<file path="src/rtl/h14tx_island_scheduler_if.sv">
// ---------------------------------------------------------------------------
// h14tx_island_scheduler_if
//
// Packet-source side of the HDMI data-island scheduler. The packet builders
// (AVI, audio, ACR, ...) raise a level request and the scheduler answers with a
// one-hot grant that is held for the full 32-cycle packet slot.
//
// Signals
//   req        packet sources -> scheduler, one level request bit per source
//   grant      scheduler -> sources, one-hot, held for all 32 packet cycles
//   pkt_start  scheduler -> sources, pulse on the first cycle of a packet
//   pkt_idx    scheduler -> sources, cycle index 0..31 inside the packet
//
// Modports
//   master     packet-source view (drives req)
//   slave      scheduler view (drives grant/pkt_start/pkt_idx)
// ---------------------------------------------------------------------------
interface h14tx_island_scheduler_if #(
    parameter int NumReq = 3
) ();

    logic [NumReq-1:0] req;
    logic [NumReq-1:0] grant;
    logic              pkt_start;
    logic [4:0]        pkt_idx;

    modport master (
        output req,
        input  grant,
        input  pkt_start,
        input  pkt_idx
    );

    modport slave (
        input  req,
        output grant,
        output pkt_start,
        output pkt_idx
    );

endinterface

</file>
<file path="src/rtl/h14tx_island_scheduler.sv">
// ---------------------------------------------------------------------------
// h14tx_island_scheduler
//
// Places HDMI data islands into the Control gaps of the h14tx_timings stream.
// Packet sources are served round-robin, one 32-cycle packet slot per grant,
// and the outgoing period is overridden with the island preamble, guard bands
// and packet (DataActive) periods. Sits between h14tx_timings and the TMDS
// channel encoders.
//
// Ports
//   clk        pixel clock
//   rst        synchronous, active-high reset
//   x          horizontal cursor from h14tx_timings
//   period_in  period from h14tx_timings
//   period     period_in, or DataPreamble/DataGuard/DataActive inside an island
//   overrun    pulse: period_in left Control while an island was in flight
//   pktBus     slave side of h14tx_island_scheduler_if (req/grant/pkt_start/pkt_idx)
//
// Period encoding (shared with h14tx_timings):
//   0 Control, 1 VideoPreamble, 2 VideoGuard, 3 VideoActive,
//   4 DataPreamble, 5 DataGuard, 6 DataActive
//
// Build option
//   H14TX_ISLAND_ONE_PER_LINE_EN  when defined, at most one island per line.
//   Default (undefined): a new island may start as soon as HOLD finishes.
// ---------------------------------------------------------------------------
module h14tx_island_scheduler #(
    parameter int NumReq      = 3,
    parameter int MaxPackets  = 2,
    parameter int HoldOff     = 4,
    parameter int BitWidth    = 11,
    parameter int FrameWidth  = 1650,
    parameter int ActiveWidth = 1280
) (
    input  logic                    clk,
    input  logic                    rst,
    input  logic [BitWidth-1:0]     x,
    input  logic [2:0]              period_in,
    output logic [2:0]              period,
    output logic                    overrun,
    h14tx_island_scheduler_if.slave pktBus
);

    // Elaboration-time sanity checks on the configuration.
    if (NumReq < 1 || NumReq > 8) begin : gBadNumReq
        $error("h14tx_island_scheduler: NumReq must be 1..8");
    end
    if (MaxPackets < 1 || MaxPackets > 18) begin : gBadMaxPackets
        $error("h14tx_island_scheduler: MaxPackets must be 1..18");
    end
    if (ActiveWidth + 45 + HoldOff > FrameWidth - 10) begin : gNoRoom
        $error("h14tx_island_scheduler: horizontal blanking too short for one island");
    end

    localparam int PtrW = (NumReq > 1) ? $clog2(NumReq) : 1;
    localparam int CntW = (HoldOff > 32) ? $clog2(HoldOff) : 5;

    localparam logic [2:0] PerControl      = 3'd0;
    localparam logic [2:0] PerDataPreamble = 3'd4;
    localparam logic [2:0] PerDataGuard    = 3'd5;
    localparam logic [2:0] PerDataActive   = 3'd6;

    localparam logic [2:0] StIdle   = 3'd0;
    localparam logic [2:0] StPre    = 3'd1;
    localparam logic [2:0] StLguard = 3'd2;
    localparam logic [2:0] StPkt    = 3'd3;
    localparam logic [2:0] StTguard = 3'd4;
    localparam logic [2:0] StHold   = 3'd5;

    // Room math is one bit wider than x so x + need never wraps.
    // StartNeed: decision cycle + 8 pre + 2 guard + 32 pkt + 2 guard + hold
    // must all end before the video preamble start (Vps).
    localparam logic [BitWidth:0] Vps       = (BitWidth+1)'(FrameWidth - 10);
    localparam logic [BitWidth:0] StartNeed = (BitWidth+1)'(45 + HoldOff);
    localparam logic [BitWidth:0] NextNeed  = (BitWidth+1)'(35 + HoldOff);
    localparam logic [CntW-1:0]   HoldLast  = CntW'((HoldOff > 0) ? HoldOff - 1 : 0);

    logic [2:0]        state;
    logic [2:0]        stateNext;
    logic [CntW-1:0]   cnt;
    logic [CntW-1:0]   cntNext;
    logic [4:0]        pktCount;
    logic [4:0]        pktCountNext;
    logic [PtrW-1:0]   rrPtr;
    logic [PtrW-1:0]   rrPtrNext;
    logic [NumReq-1:0] grantReg;
    logic [NumReq-1:0] grantNext;

    logic              pickValid;
    logic [PtrW-1:0]   pickIdx;
    logic [NumReq-1:0] pickOneHot;
    logic [PtrW-1:0]   pickNextPtr;
    logic [PtrW-1:0]   candSel;
    int                candIdx;

    logic [BitWidth:0] startSum;
    logic [BitWidth:0] nextSum;
    logic              roomStart;
    logic              roomNext;
    logic              inIsland;
    logic              abort;
    logic              lineFree;
    logic              startOk;
    logic              driveIsland;

    // Room checks and the abort condition. An island in flight must only ever
    // see Control on period_in; anything else means the timing stream moved on
    // and the island is abandoned immediately.
    always_comb begin
        startSum  = {1'b0, x} + StartNeed;
        nextSum   = {1'b0, x} + NextNeed;
        roomStart = (startSum <= Vps);
        roomNext  = (nextSum <= Vps);
        inIsland  = (state == StPre) || (state == StLguard) ||
                    (state == StPkt) || (state == StTguard);
        abort     = inIsland && (period_in != PerControl);
        startOk   = (period_in == PerControl) && (|pktBus.req) && roomStart && lineFree;
    end

`ifdef H14TX_ISLAND_ONE_PER_LINE_EN
    localparam logic [BitWidth-1:0] LastX = BitWidth'(FrameWidth - 1);

    logic lineUsed;

    // Remember that this line already carried an island; the last pixel of
    // the line re-arms it.
    always_ff @(posedge clk) begin
        if (rst) begin
            lineUsed <= 1'b0;
        end else if (x == LastX) begin
            lineUsed <= 1'b0;
        end else if ((state == StIdle) && startOk) begin
            lineUsed <= 1'b1;
        end
    end

    assign lineFree = !lineUsed;
`else
    assign lineFree = 1'b1;
`endif

    // Round-robin pick: scan offsets from the far end down to zero so the
    // last hit written is the lowest index at or after rrPtr.
    always_comb begin
        pickValid   = 1'b0;
        pickIdx     = '0;
        pickOneHot  = '0;
        pickNextPtr = '0;
        candIdx     = 0;
        candSel     = '0;
        for (int off = NumReq - 1; off >= 0; off--) begin
            candIdx = int'(rrPtr) + off;
            if (candIdx >= NumReq) begin
                candIdx = candIdx - NumReq;
            end
            candSel = PtrW'(candIdx);
            if (pktBus.req[candSel]) begin
                pickValid = 1'b1;
                pickIdx   = candSel;
            end
        end
        for (int i = 0; i < NumReq; i++) begin
            pickOneHot[i] = pickValid && (int'(pickIdx) == i);
        end
        if (int'(pickIdx) + 1 < NumReq) begin
            pickNextPtr = PtrW'(int'(pickIdx) + 1);
        end
    end

    // Island sequencer: IDLE -> PRE(8) -> LGUARD(2) -> PKT(32 each) ->
    // TGUARD(2) -> HOLD(HoldOff) -> IDLE. Requests are only looked at on the
    // pick cycles (last LGUARD cycle and packet index 31).
    always_comb begin
        stateNext    = state;
        cntNext      = cnt;
        pktCountNext = pktCount;
        rrPtrNext    = rrPtr;
        grantNext    = grantReg;
        if (abort) begin
            stateNext    = StIdle;
            cntNext      = '0;
            pktCountNext = '0;
            grantNext    = '0;
        end else begin
            case (state)
                StIdle: begin
                    pktCountNext = '0;
                    if (startOk) begin
                        stateNext = StPre;
                        cntNext   = '0;
                    end
                end
                StPre: begin
                    if (cnt == CntW'(7)) begin
                        stateNext = StLguard;
                        cntNext   = '0;
                    end else begin
                        cntNext = cnt + 1'b1;
                    end
                end
                StLguard: begin
                    if (cnt == CntW'(1)) begin
                        cntNext = '0;
                        if (pickValid) begin
                            stateNext    = StPkt;
                            grantNext    = pickOneHot;
                            rrPtrNext    = pickNextPtr;
                            pktCountNext = 5'd1;
                        end else begin
                            stateNext = StTguard;
                        end
                    end else begin
                        cntNext = cnt + 1'b1;
                    end
                end
                StPkt: begin
                    if (cnt == CntW'(31)) begin
                        cntNext = '0;
                        if (pickValid && (pktCount < 5'(MaxPackets)) && roomNext) begin
                            grantNext    = pickOneHot;
                            rrPtrNext    = pickNextPtr;
                            pktCountNext = pktCount + 5'd1;
                        end else begin
                            stateNext = StTguard;
                            grantNext = '0;
                        end
                    end else begin
                        cntNext = cnt + 1'b1;
                    end
                end
                StTguard: begin
                    if (cnt == CntW'(1)) begin
                        cntNext   = '0;
                        stateNext = (HoldOff == 0) ? StIdle : StHold;
                    end else begin
                        cntNext = cnt + 1'b1;
                    end
                end
                StHold: begin
                    if (cnt == HoldLast) begin
                        stateNext = StIdle;
                        cntNext   = '0;
                    end else begin
                        cntNext = cnt + 1'b1;
                    end
                end
                default: begin
                    stateNext = StIdle;
                    cntNext   = '0;
                end
            endcase
        end
    end

    // State registers; reset from any state lands in IDLE with a fresh
    // round-robin pointer.
    always_ff @(posedge clk) begin
        if (rst) begin
            state    <= StIdle;
            cnt      <= '0;
            pktCount <= '0;
            rrPtr    <= '0;
            grantReg <= '0;
        end else begin
            state    <= stateNext;
            cnt      <= cntNext;
            pktCount <= pktCountNext;
            rrPtr    <= rrPtrNext;
            grantReg <= grantNext;
        end
    end

    // Output decode. Reset and an abort both fall back to pass-through in the
    // same cycle so the encoders never see a stale island period.
    always_comb begin
        driveIsland      = !rst && !abort;
        overrun          = abort && !rst;
        period           = period_in;
        pktBus.grant     = '0;
        pktBus.pkt_start = 1'b0;
        pktBus.pkt_idx   = 5'd0;
        if (driveIsland) begin
            case (state)
                StPre:    period = PerDataPreamble;
                StLguard: period = PerDataGuard;
                StTguard: period = PerDataGuard;
                StPkt: begin
                    period           = PerDataActive;
                    pktBus.grant     = grantReg;
                    pktBus.pkt_start = (cnt == '0);
                    pktBus.pkt_idx   = cnt[4:0];
                end
                default:  period = period_in;
            endcase
        end
    end

endmodule
</file>
<file path="src/flat_wrapper.sv">
// flat-port wrapper written by rule: the top's interface ports become plain ports
module h14tx_island_scheduler_flat 
#(
    parameter int NumReq      = 3,
    parameter int MaxPackets  = 2,
    parameter int HoldOff     = 4,
    parameter int BitWidth    = 11,
    parameter int FrameWidth  = 1650,
    parameter int ActiveWidth = 1280
)
  (clk, rst, x, period_in, period, overrun, pktBus_req, pktBus_grant, pktBus_pkt_start, pktBus_pkt_idx);
  h14tx_island_scheduler_if #(.NumReq(NumReq)) pktBus_i ();
  input  logic clk;
  input  logic rst;
  input  logic [BitWidth-1:0] x;
  input  logic [2:0] period_in;
  output logic [2:0] period;
  output logic overrun;
  input wire logic [$bits(pktBus_i.req)-1:0] pktBus_req;
  output wire logic [$bits(pktBus_i.grant)-1:0] pktBus_grant;
  output wire logic [$bits(pktBus_i.pkt_start)-1:0] pktBus_pkt_start;
  output wire logic [$bits(pktBus_i.pkt_idx)-1:0] pktBus_pkt_idx;
  assign pktBus_i.req = pktBus_req;
  assign pktBus_grant = pktBus_i.grant;
  assign pktBus_pkt_start = pktBus_i.pkt_start;
  assign pktBus_pkt_idx = pktBus_i.pkt_idx;
  h14tx_island_scheduler #(.NumReq(NumReq), .MaxPackets(MaxPackets), .HoldOff(HoldOff), .BitWidth(BitWidth), .FrameWidth(FrameWidth), .ActiveWidth(ActiveWidth)) u_core (.clk(clk), .rst(rst), .x(x), .period_in(period_in), .period(period), .overrun(overrun), .pktBus(pktBus_i));
endmodule
</file>
<file path="config.mk">
export PLATFORM = sky130hd
export DESIGN_NAME = h14tx_island_scheduler_flat
export DESIGN_NICKNAME = d
export VERILOG_FILES = /design/src/rtl/h14tx_island_scheduler_if.sv /design/src/rtl/h14tx_island_scheduler.sv /design/src/flat_wrapper.sv
export SDC_FILE = /design/constraint.sdc
export NUM_CORES = 1
export LEC_CHECK = 0
export BUFFER_PORTS_ARGS = -buffer_cell sky130_fd_sc_hd__buf_2
export CORE_UTILIZATION = 30
export CTS_BUF_LIST = sky130_fd_sc_hd__clkbuf_4
export DETAILED_ROUTE_END_ITERATION = 7
export GPL_ROUTABILITY_DRIVEN = 1
export PLACE_DENSITY = 0.49
export SLEW_MARGIN = 10
export SYNTH_ARGS = -nofsm -noshare
export SYNTH_HDL_FRONTEND = slang
export SYNTH_SLANG_ARGS = --single-unit
export TNS_END_PERCENT = 100
</file>
<file path="constraint.sdc">
create_clock -name clk -period 2.6 [get_ports clk]
set_input_delay 0.39 -clock clk [delete_from_list [all_inputs] [get_ports clk]]
set_output_delay 0.39 -clock clk [all_outputs]
set_load 0.02 [all_outputs]
</file>
## Word level (Yosys, flattened, before mapping)

Index checks and enable logic that the tools add are counted.

| word-level totals | value |
|---|---|
| bits in registers | 18 |
| input port bits | 19 |

| cells by class | value |
|---|---|
| $add $sub $neg | 10 |
| $lt $le $gt $ge | 10 |
| eq/ne operators | 20 |
| multiplexer cells | 54 |
| bitwise gates (word level) | 1 |
| reductions and logical operators | 29 |

Operators by type and width:

| kind | count |
|---|---|
| $mux W5 | 11 |
| $mux W3 | 15 |
| $lt A32 B3 Y1 const B | 1 |
| $pmux W5 S5 | 1 |
| $add A11 B6 Y12 const B | 2 |
| $le A12 B11 Y1 const B | 2 |
| $mux W2 | 11 |
| $pmux W3 S6 | 1 |
| $pmux W5 S3 | 1 |
| $ne A2 B2 Y1 const B | 6 |
| $add A5 B1 Y5 const B | 2 |
| $logic_and A1 B1 Y1 | 10 |
| $lt A2 B3 Y1 const B | 3 |
| $pmux W3 S3 | 1 |
| $mux W1 | 8 |
| $reduce_and A7 Y1 | 1 |
| $add A2 B1 Y3 const B | 2 |
| $bmux W1 S2 | 3 |
| $eq A3 B2 Y1 const B | 2 |
| $eq A3 B3 Y1 const B | 2 |
| $ge A3 B2 Y1 const B | 2 |
| $logic_not A3 Y1 | 2 |
| $ne A2 B1 Y1 const B | 3 |
| $pmux W3 S2 | 1 |
| other kinds (24) | 31 |

## Longest topological paths before layout

| depth | value |
|---|---|
| depth after elaboration | 14 |
| mapped depth | 8 |
| gate-level depth less buffers | 8 |

## Least setup slack after synthesis

OpenSTA, ideal clock, no wires.

| timing path | value |
|---|---|
| kind | register to output |
| from | register u_core.state[0] |
| to | output pktBus_pkt_start |
| arrival time | 1.686 ns |
| required time | 2.210 ns |
| slack | 0.524 ns |
| stages on the path, launching flop included | 8 |
| cell sequence | dfxtp_1 buf_6 or3_4 nand3_2 nand2b_1 buf_6 nor2_1 and3_1 |

| on the way | value |
|---|---|
| word-level cells in the longest chain between the ends | 8 |
| elaborated cells on any way between the ends | 12 |
| those cells by class | eq/ne (4); mux (2); reduce/logical (6) |

Ends and longest elaborated chain:

| item | line | RTL |
|---|---|---|
| start, declared | h14tx_island_scheduler.sv:78 | `logic [2:0] state;` |
| start signal, assigned | h14tx_island_scheduler.sv:259 | `state <= StIdle;` |
| start signal, assigned | h14tx_island_scheduler.sv:265 | `state <= stateNext;` |
| $eq A3 B1 Y1 or $eq A3 B2 Y1 (tied branches) | h14tx_island_scheduler.sv:114 | `inIsland = (state == StPre) \|\| (state == StLguard) \|\|` |
| $logic_or A1 B1 Y1 (2 in a row) | h14tx_island_scheduler.sv:114 |  |
| $logic_or A1 B1 Y1 | h14tx_island_scheduler.sv:115 | `(state == StPkt) \|\| (state == StTguard);` |
| $logic_and A1 B1 Y1 | h14tx_island_scheduler.sv:116 | `abort = inIsland && (period_in != PerControl);` |
| $logic_not A1 Y1 | h14tx_island_scheduler.sv:276 | `driveIsland = !rst && !abort;` |
| $logic_and A1 B1 Y1 | h14tx_island_scheduler.sv:276 |  |
| $mux W1 (*) | h14tx_island_scheduler.sv:282 | `if (driveIsland) begin` |
| end, declared | flat_wrapper.sv:21 | `output wire logic [$bits(pktBus_i.pkt_start)-1:0] pktBus_pkt_start;` |

Mark *: on every way between the ends. The rest lies on a longest branch, timed or not.

## Worst setup path after layout

| timing path | value |
|---|---|
| from | register u_core.state[0] |
| to | output period[2] |

| on the way | value |
|---|---|
| word-level cells in the longest chain between the ends | 8 |
| elaborated cells on any way between the ends | 13 |
| those cells by class | eq/ne (4); mux (2); reduce/logical (7) |

Ends and longest elaborated chain:

| item | line | RTL |
|---|---|---|
| $eq A3 B1 Y1 or $eq A3 B2 Y1 (tied branches) | h14tx_island_scheduler.sv:114, h14tx_island_scheduler.sv:283 |  |
| $logic_or A1 B1 Y1 (2 in a row) | h14tx_island_scheduler.sv:114 |  |
| $logic_or A1 B1 Y1 | h14tx_island_scheduler.sv:115 |  |
| $logic_and A1 B1 Y1 | h14tx_island_scheduler.sv:116 |  |
| $logic_not A1 Y1 | h14tx_island_scheduler.sv:276 |  |
| $logic_and A1 B1 Y1 | h14tx_island_scheduler.sv:276 |  |
| $mux W3 (*) | h14tx_island_scheduler.sv:282 |  |
| end, declared | flat_wrapper.sv:17 | `output logic [2:0] period;` |

Marks and branches as above.

==> impl_metrics.py <==
metrics = {
    "outcome": {
        "status": "finished, final reports clean",
    },
    "die": {
        "die_y_um": 70.2,
        "core_um2": 4410,
        "rows": 24,
        "die_x_um": 70.2,
        "start_util": 0.316,
        "die_area_um2": 4930,
        "ios": 32,
    },
    "clock_network": {
        "cts_root_buffer": "clkbuf_4",
        "post_cts_buffers": 0,
        "cts.path.max_buffers": 2,
        "postCtsResizedCells": 0,
        "clkTransAtPathRegs_ns": 0.12,
        "clock_latency_ns": 0.29,
        "hold_buffers": 0,
        "cts-htree-levels": 1,
        "cts_tree": "yes",
        "cts_made_buffers": 3,
        "clock-sinks": 18,
    },
    "drt": {
        "vias": 1386,
        "drt_iter0_drc": 79,
        "antenna_left": 0,
        "drt-wirelength-per-cell_um": 12.9,
        "wirelength_mm": 3.39,
        "route.detailed.drc": 0,
        "dr.pass1.iters": 4,
        "viasPerCell": 5.29,
    },
    "job": {
        "drv_cap": 0,
    },
    "setup_path": {
        "cp.required_ns": 2.21,
        "arrival_ns": 2.01,
        "endpoint_kind": "output pin",
        "crit_chain": "or3_4, a31oi_1, a31o_2, buf_2",
        "critPathLaunchType": "register",
        "worstSetupPathType": "register to output pin",
        "r2r_slack_ns": 0.27,
        "worstPathMaxFanout": 7,
        "crit_path_max_incr_delay_ns": 0.51,
        "crit_slowest_cell": "a31oi_1",
    },
    "sta": {
        "drv_slew": 0,
        "hold_ws_ns": 0.468,
        "period_needed_ns": 2.40,
        "rsz0062_at_grt": "no",
        "fmax_mhz": 416,
        "setup_tns_ns": 0,
        "slew_headroom": 0.534,
        "finalHoldViolCount": 0,
        "setup_violations": 0,
        "max_slew.worst_pin.slew_ns": 0.699,
        "final.setup_skew_ns": 0.0107,
        "fin_crit_sh": 0.924,
        "layout_setup_ws_ns": 0.198,
    },
    "final_layout": {
        "final_nets": 237,
        "syn2layout_area_growth_pct": 18.5,
        "drive_gt1_frac": 0.252,
        "fin_util": 0.375,
        "final_cells": 262,
        "antennaDiodeCount": 0,
        "fin_area_um2": 1660,
    },
    "placed_design": {
        "placed_area_um2": 1630,
        "place_inst": 258,
        "place_hpwl_mm": 2.68,
        "gp_congestion": 0.749,
        "dp_slack_ns": 0.319,
        "io_buffers": 30,
    },
    "power_and_ir_drop": {
        "ir_worst_vdd_uv": 174,
        "cellLeakagePower_nw": 0.684,
        "p_total_mw": 0.771,
        "cellPowerDensity_nw_per_um2": 466,
    },
    "synthesis": {
        "netlist_area_um2": 1400,
        "synth_cells": 174,
        "ys_warn_count": 0,
        "avgSynthCellArea_um2": 8.02,
        "synthFlopType": "dfxtp_1",
        "synthDistinctLibCells": 55,
        "syn-num-nets": 200,
        "yosysSeqAreaShare": 0.258,
        "synthArstFlopShare": 0,
        "synth-edff-count": 0,
        "synth_seq_cells": 18,
    },
    "global_routing": {
        "grt_pass1_vias": 1260,
        "antenna_found_initial": 0,
        "grt-ovfl-total": 0,
        "grt_start_max_net_pins": 13,
        "grt_usage": 0.137,
        "grt_pass1_wl_mm": 5.55,
    },
    "min_path": {
        "hp-class": "register to register",
    },
}
-- registers in the layout, summed over array words and instances (netlist names) --
| signal | flops |
|---|---|
| u_core.state | 3 |
| u_core.pktCount | 5 |
| u_core.rrPtr | 2 |
| u_core.cnt | 5 |
| u_core.grantReg | 3 |
-- cell families after synthesis --
family,after synthesis,share of synthesized area
and+or+nand+nor,75,0.299
AOI/OAI and AO/OA,51,0.272
DFF,18,0.258
buffers and inverters,16,0.0600
adders and majority gates,8,0.0699
xor gates and xnor gates,3,0.0188
muxes,3,0.0224
-- power by group --
part / total, mW / switching [mW] / leakage [nW] / internal [mW]
logic: 0.315 / 0.182 / 0.524 / 0.133
clock network: 0.146 / 0.0907 / 0.0154 / 0.0558
registers: 0.309 / 0.0195 / 0.145 / 0.290
-- cells in the mapped netlist (all sizes together) (4+ instances only) --
cell,n,area [µm²]
a211oi,4,40.0
a21oi,10,50.1
buf,4,38.8
a31oi,5,31.3
o21ai,6,30.0
inv,9,33.8
nor3,5,25.0
nor2,13,48.8
ha,7,87.6
nand2b,7,43.8
nand3,6,35.0
nand2,15,56.3
and2,8,50.1
dfxtp,18,360
-- placed cells by master, fill, tap and decap left out, drive strengths merged, types with 4 or more instances in the layout --
| cell type | instances |
|---|---|
| and2 | 8 |
| buf | 39 |
| a21oi | 10 |
| nand2 | 15 |
| nand2b | 7 |
| nor2 | 13 |
| inv | 9 |
| nand3 | 6 |
| dfxtp | 18 |
| a31oi | 5 |
| ha | 7 |
| nor3 | 5 |
| o21ai | 6 |
| a211oi | 4 |
-- per-layer routing --
metal | up-vias | share of wire | GRT usage
li1 | 723 | - | -
met1 | 624 | 0.51 | 0.188
met2 | 37 | 0.43 | 0.218
met3 | 2 | 0.054 | 0.0231
met4 | 0 | 0.0068 | 0.0422
met5 | - | 0 | 0
-- path summary, 6_finish.rpt --
| kind | start | to | cells after the start |
|---|---|---|---|
| setup / recovery | u_core.state[0] | period[2] | 4 |
| setup reg to reg | u_core.rrPtr[0] | u_core.rrPtr[1] | 7 |
| hold / removal | u_core.grantReg[2] | u_core.grantReg[2] | 1 |
| hold reg to reg | u_core.grantReg[2] | u_core.grantReg[2] | 1 |
-- worst max-delay path, delay by kind of cell, from the launching register on --
family | cells | cell delay, ns
buffers and inverters | 1 | 0.15
flip-flops | 1 | 0.38
AO/OA/AOI/OAI | 2 | 0.75
AND/OR/NAND/NOR | 1 | 0.43
-- layout make-up --
type / count / area [µm²]
clock buffer: 3 / 22.5
clock inverter: 1 / 3.75
fill: 464 / 2760
inverter: 9 / 33.8
multi-input combinational: 140 / 952
sequential: 18 / 360
tap: 52 / 65.1
timing repair buffer: 39 / 218
Note: power is estimated with default switching activity, not from simulation.
